$ cat config.mk
export PLATFORM = sky130hd
export DESIGN_NAME = btn_sw_debouncer
export DESIGN_NICKNAME = d
export VERILOG_FILES = /design/src/rtl/btn_sw_debouncer.sv
export SDC_FILE = /design/constraint.sdc
export NUM_CORES = 1
export LEC_CHECK = 0
export BUFFER_PORTS_ARGS = -buffer_cell sky130_fd_sc_hd__buf_4
export CAP_MARGIN = 20
export CORE_UTILIZATION = 45
export CTS_CLUSTER_DIAMETER = 40
export DETAILED_ROUTE_END_ITERATION = 7
export PLACE_DENSITY = 0.61
export RECOVER_POWER = 50
export SKIP_LAST_GASP = 1
export SLEW_MARGIN = 10
export SYNTH_ARGS = -nofsm -noshare
export SYNTH_HDL_FRONTEND = slang
export SYNTH_SLANG_ARGS = --single-unit
$ cat constraint.sdc
create_clock -name clk -period 15.5 [get_ports clk]
set_clock_uncertainty 0.1 [all_clocks]
set_input_delay 3.1 -clock clk [delete_from_list [all_inputs] [get_ports clk]]
set_output_delay 3.1 -clock clk [all_outputs]
set_load 0.01 [all_outputs]
$ cat src/rtl/btn_sw_debouncer.sv
// Board-pin input conditioning: 2-flop synchronizers, per-button debounce with
// press pulse and sticky software-clearable press flag, tick-sampled switch filter.
module btn_sw_debouncer #(
    parameter int DEBOUNCE_CYCLES = 1_000_000,
    parameter int SW_TICK         = 2_000_000
) (
    input  logic        clk,
    input  logic        rst,
    input  logic [4:0]  btn_i,
    input  logic [15:0] sw_i,
    input  logic [4:0]  evt_clr_i,
    output logic [4:0]  btn_o,
    output logic [4:0]  btn_press_o,
    output logic [4:0]  btn_event_o,
    output logic [15:0] sw_o
);

    localparam int CNT_W  = $clog2(DEBOUNCE_CYCLES);
    localparam int TICK_W = $clog2(SW_TICK);

    localparam logic [CNT_W-1:0]  CNT_LAST  = CNT_W'(DEBOUNCE_CYCLES - 1);
    localparam logic [TICK_W-1:0] TICK_LAST = TICK_W'(SW_TICK - 1);

    localparam logic ST_STABLE  = 1'b0;
    localparam logic ST_PENDING = 1'b1;

    logic [4:0]       btn_s1;
    logic [4:0]       btn_s2;
    logic [15:0]      sw_s1;
    logic [15:0]      sw_s2;

    logic [CNT_W-1:0] cnt [5];
    logic [4:0]       state;
    logic [4:0]       accept;
    logic [4:0]       press_set;

    logic [TICK_W-1:0] tick_cnt;
    logic              tick;
    logic [15:0]       sw_prev;
    logic [15:0]       sw_agree;

    always_ff @(posedge clk or posedge rst) begin
        if (rst) begin
            btn_s1 <= '0;
            btn_s2 <= '0;
            sw_s1  <= '0;
            sw_s2  <= '0;
        end else begin
            btn_s1 <= btn_i;
            btn_s2 <= btn_s1;
            sw_s1  <= sw_i;
            sw_s2  <= sw_s1;
        end
    end

    // Channel state is implied by the synchronized input disagreeing with the output.
    always_comb begin
        state  = '0;
        accept = '0;
        for (int unsigned i = 0; i < 5; i++) begin
            state[i]  = (btn_s2[i] != btn_o[i]) ? ST_PENDING : ST_STABLE;
            accept[i] = (state[i] == ST_PENDING) && (cnt[i] == CNT_LAST);
        end
    end

    assign press_set = accept & btn_s2;

    always_ff @(posedge clk or posedge rst) begin
        if (rst) begin
            for (int unsigned i = 0; i < 5; i++) begin
                cnt[i] <= '0;
            end
        end else begin
            for (int unsigned i = 0; i < 5; i++) begin
                if (state[i] == ST_STABLE || accept[i]) begin
                    cnt[i] <= '0;
                end else begin
                    cnt[i] <= cnt[i] + CNT_W'(1);
                end
            end
        end
    end

    // A new press wins over a clear strobe landing on the same edge.
    always_ff @(posedge clk or posedge rst) begin
        if (rst) begin
            btn_o       <= '0;
            btn_press_o <= '0;
            btn_event_o <= '0;
        end else begin
            btn_o       <= btn_o ^ accept;
            btn_press_o <= press_set;
            btn_event_o <= press_set | (btn_event_o & ~evt_clr_i);
        end
    end

    assign tick = (tick_cnt == TICK_LAST);

    always_ff @(posedge clk or posedge rst) begin
        if (rst) begin
            tick_cnt <= '0;
        end else if (tick) begin
            tick_cnt <= '0;
        end else begin
            tick_cnt <= tick_cnt + TICK_W'(1);
        end
    end

    // Each switch bit updates only when two consecutive tick samples agree.
    assign sw_agree = ~(sw_s2 ^ sw_prev);

    always_ff @(posedge clk or posedge rst) begin
        if (rst) begin
            sw_prev <= '0;
            sw_o    <= '0;
        end else if (tick) begin
            sw_prev <= sw_s2;
            sw_o    <= (sw_o & ~sw_agree) | (sw_s2 & sw_agree);
        end
    end

endmodule
==> results_dict.tcl <==
set metrics [dict create \
    outcome "complete, but fails checks" \
    violations "capacitance limit, slew limit" \
    synth-seq-cells 210 \
    cts_resized 0 \
    grt_pass1_wl_um 29100 \
    place_area_mm2 0.009630 \
    row_count 51 \
    drv_slew 62 \
    finalWirelength_um 17050 \
    die_w_um 142.9 \
    post_cts_buffers 0 \
    grt_use_total_pct 17.51 \
    pwr-share-comb_pct 2.1 \
    crit_chain "clkbuf_4 > clkinvlp_2 > buf_16 > buf_4" \
    rsz0062_at_grt "no" \
    core_area_mm2 0.01946 \
    synth_fp_nets 866 \
    route.detailed.drc 0 \
    port_buffers 58 \
    clkPwrFrac_pct 55.0 \
    cts_tree "yes" \
    die_h_um 142.9 \
    area_growth_syn_to_layout_pct 20.10 \
    p_int_w 0.001038 \
    vdd_drop_max_mv 0.09824 \
    antennaDiodeCount 0 \
    critPathMaxStageDelay_ps 1560 \
    numCtsBuffers 30 \
    worstMarginPinSlew_ps 2789 \
    hold_viol 0 \
    drt_first_pass_iters 4 \
    ctsHoldBuffers 0 \
    layout-drive-gt1-share_pct 15.58 \
    tns_ps 0 \
    crit_arrival_ps 5980 \
    syn-instance-count 832 \
    p_sw_w 0.0002773 \
    io_pins 59 \
    start_util_pct 45.87 \
    fin_cells 1189 \
    drt_iter0_drc 244 \
    crit_path_top_delay_cell "clkinvlp_2" \
    required_ps 15980 \
    htree_levels 1 \
    min_period_over_period_pct 35.50 \
    setup_viol 0 \
    clk_pin_slew_ps 60 \
    place_inst 1132 \
    clock-root-buffer "clkbuf_16" \
    drv_cap 1 \
    period_needed_ps 5502 \
    crit_path_end_kind "asynchronous set/reset pin" \
    critPathTopFamily "buffers and inverters" \
    routedWlPerCell_um 14.34 \
    cp_num_buf_inv 4 \
    synth_area_per_cell_um2 10.73 \
    ys_seq_area_share_pct 58.86 \
    hold_class "reg2reg" \
    gp_congestion 0.7727 \
    fmax_ghz 0.1817 \
    crit_fanout 93 \
    crit_type "in2async" \
    overflow 0 \
    vias 6304 \
    pwr_density_cell_mw_per_mm2 122.7 \
    clock_tree.buffer_depth 3 \
    yosysTopAreaCell "dfrtp_1" \
    ys_types 34 \
    yosys.area.top_type_share_pct 58.86 \
    power_frac_seq_pct 42.9 \
    synthTopCellsByArea "dfrtp_1 59%, xnor2_1 3.8%, nor2_1 3.5%" \
    max-slew-margin-rel_pct -86.93 \
    grt_pass1_vias 5984 \
    netlist_area_mm2 0.008927 \
    nets 934 \
    leakagePower_nw 4.555 \
    via_per_inst 5.302 \
    ant_nets 0 \
    p_sw_share_pct 21.08 \
    clock_sinks 210 \
    dieArea_mm2 0.02041 \
    crit_path_start_kind "input pin" \
    grt_max_degree 155 \
    insertion_delay_ps 530 \
    antenna_found_initial 0 \
    hpwl_um 10660 \
    yosysWarnings 0 \
    final_cell_area_mm2 0.01072 \
]
[power groups by stage]
stage                     clock network [W]  logic (W)  registers, W
final                              0.000723  0.0000276      0.000565
after global routing               0.000767  0.0000321      0.000566
after CTS                          0.000741  0.0000293      0.000564
after detailed placement                  0  0.0000290      0.000574
after global placement                    0  0.0000292      0.000574
after floorplan                           0  0.0000175      0.000572
[final timing paths]
| kind | start | to | slack, ps | cells past startpoint |
|---|---|---|---|---|
| max | rst | cnt[38] | 10000 | 4 |
| min | sw_s1[10] | sw_s2[10] | 240 | 0 |
| max reg2reg | tick_cnt[0] | sw_prev[3] | 11940 | 6 |
| min reg2reg | sw_s1[10] | sw_s2[10] | 240 | 0 |
| max in group clk | flip-flop | btn_o[4] | 11210 | 1 |
| min in group asynchronous | rst | asynchronous set/reset pin | 3260 | 2 |
[layer usage]
layer  vias to the layer above  track usage [%]  share of wire, %
li1                       3090                -                 -
met1                      3105            24.37                48
met2                        85            28.22                46
met3                        24            3.119               3.9
met4                         0            4.697               1.4
met5                         -                0                 0
[registers in the layout, indices dropped and copies added (netlist names), named ones only]
signal	cells
tick_cnt	21
btn_event_o	5
btn_s1	5
sw_s1	16
btn_press_o	5
sw_s2	16
cnt	100
btn_s2	5
sw_prev	16
[worst register-to-register path, stage by stage, from the launching register on]
cell      delay [ps]
dfrtp_1          380
ha_1             210
and3_1           190
nand2b_1         550
nor2_1          1290
buf_4            360
mux2_2           360
[placed cells by master (no fill, tap or decap), types with 21 or more instances in the layout]
master,netlist,final
or3_1,25,25
xor2_1,33,33
nand3_1,53,53
nor2_1,84,84
mux2_2,21,21
xnor2_1,39,39
or4_1,32,32
clkbuf_4,0,23
o21ai_0,57,57
dfrtp_1,210,210
buf_4,0,34
clkbuf_16,0,31
a21oi_1,36,36
inv_1,35,34
nand2_1,47,47
[metrics by stage]
stage               utilization (%)  power (W)  hold slack (ps)  worst slack, ps
detailed placement            49.48  0.0006030            234.7            10590
global placement              49.48  0.0006031            232.1            10580
floorplan                         -  0.0005896            231.2             6562
CTS                           55.11   0.001335            243.5            11150
global route                  55.09   0.001364            247.1             9502
finish                        55.09   0.001315            242.6             9998
[cells by family (layout without fill, tap and decap cells)]
| group | Yosys count | in the layout | synth area share (%) |
|---|---|---|---|
| multiplexers | 23 | 23 | 2.873 |
| buffers and inverters | 63 | 155 | 2.719 |
| XOR/XNOR | 72 | 72 | 7.064 |
| AND/OR/NAND/NOR | 325 | 325 | 18.92 |
| flip-flops | 210 | 210 | 58.86 |
| AO/OA/AOI/OAI | 133 | 133 | 8.718 |
| adder cells (fa/ha/maj) | 6 | 6 | 0.8409 |
[synthesized netlist by cell type]
cell,number
nand2b_1,9
buf_2,5
dfrtp_1,210
nand4_1,18
nor2_1,84
ha_1,6
o21ai_0,57
xor2_1,33
nand2_1,47
nand3_1,53
nand4_4,1
o22ai_1,5
or4_1,32
mux2i_1,2
nor3_1,17
and4_1,1
xnor2_1,39
mux2_2,21
and3_2,1
a32o_1,3
nand4bb_1,1
or3_1,25
or2_2,6
nor4b_1,3
nor4_1,14
o211ai_1,16
and3_1,8
clkbuf_1,23
and2_1,5
o31ai_2,2
a21oi_1,36
o221ai_1,1
o31ai_1,13
inv_1,35
[final cells by class]
type / count / area [um^2]
fill: 1723 / 8741
clock buffer: 33 / 793.3
sequential: 210 / 5255
timing repair buffer: 64 / 478.0
tap: 265 / 331.6
multi-input combinational: 559 / 3430
clock inverter: 23 / 301.5
inverter: 35 / 132.6
(Power assumes the default switching activity.)
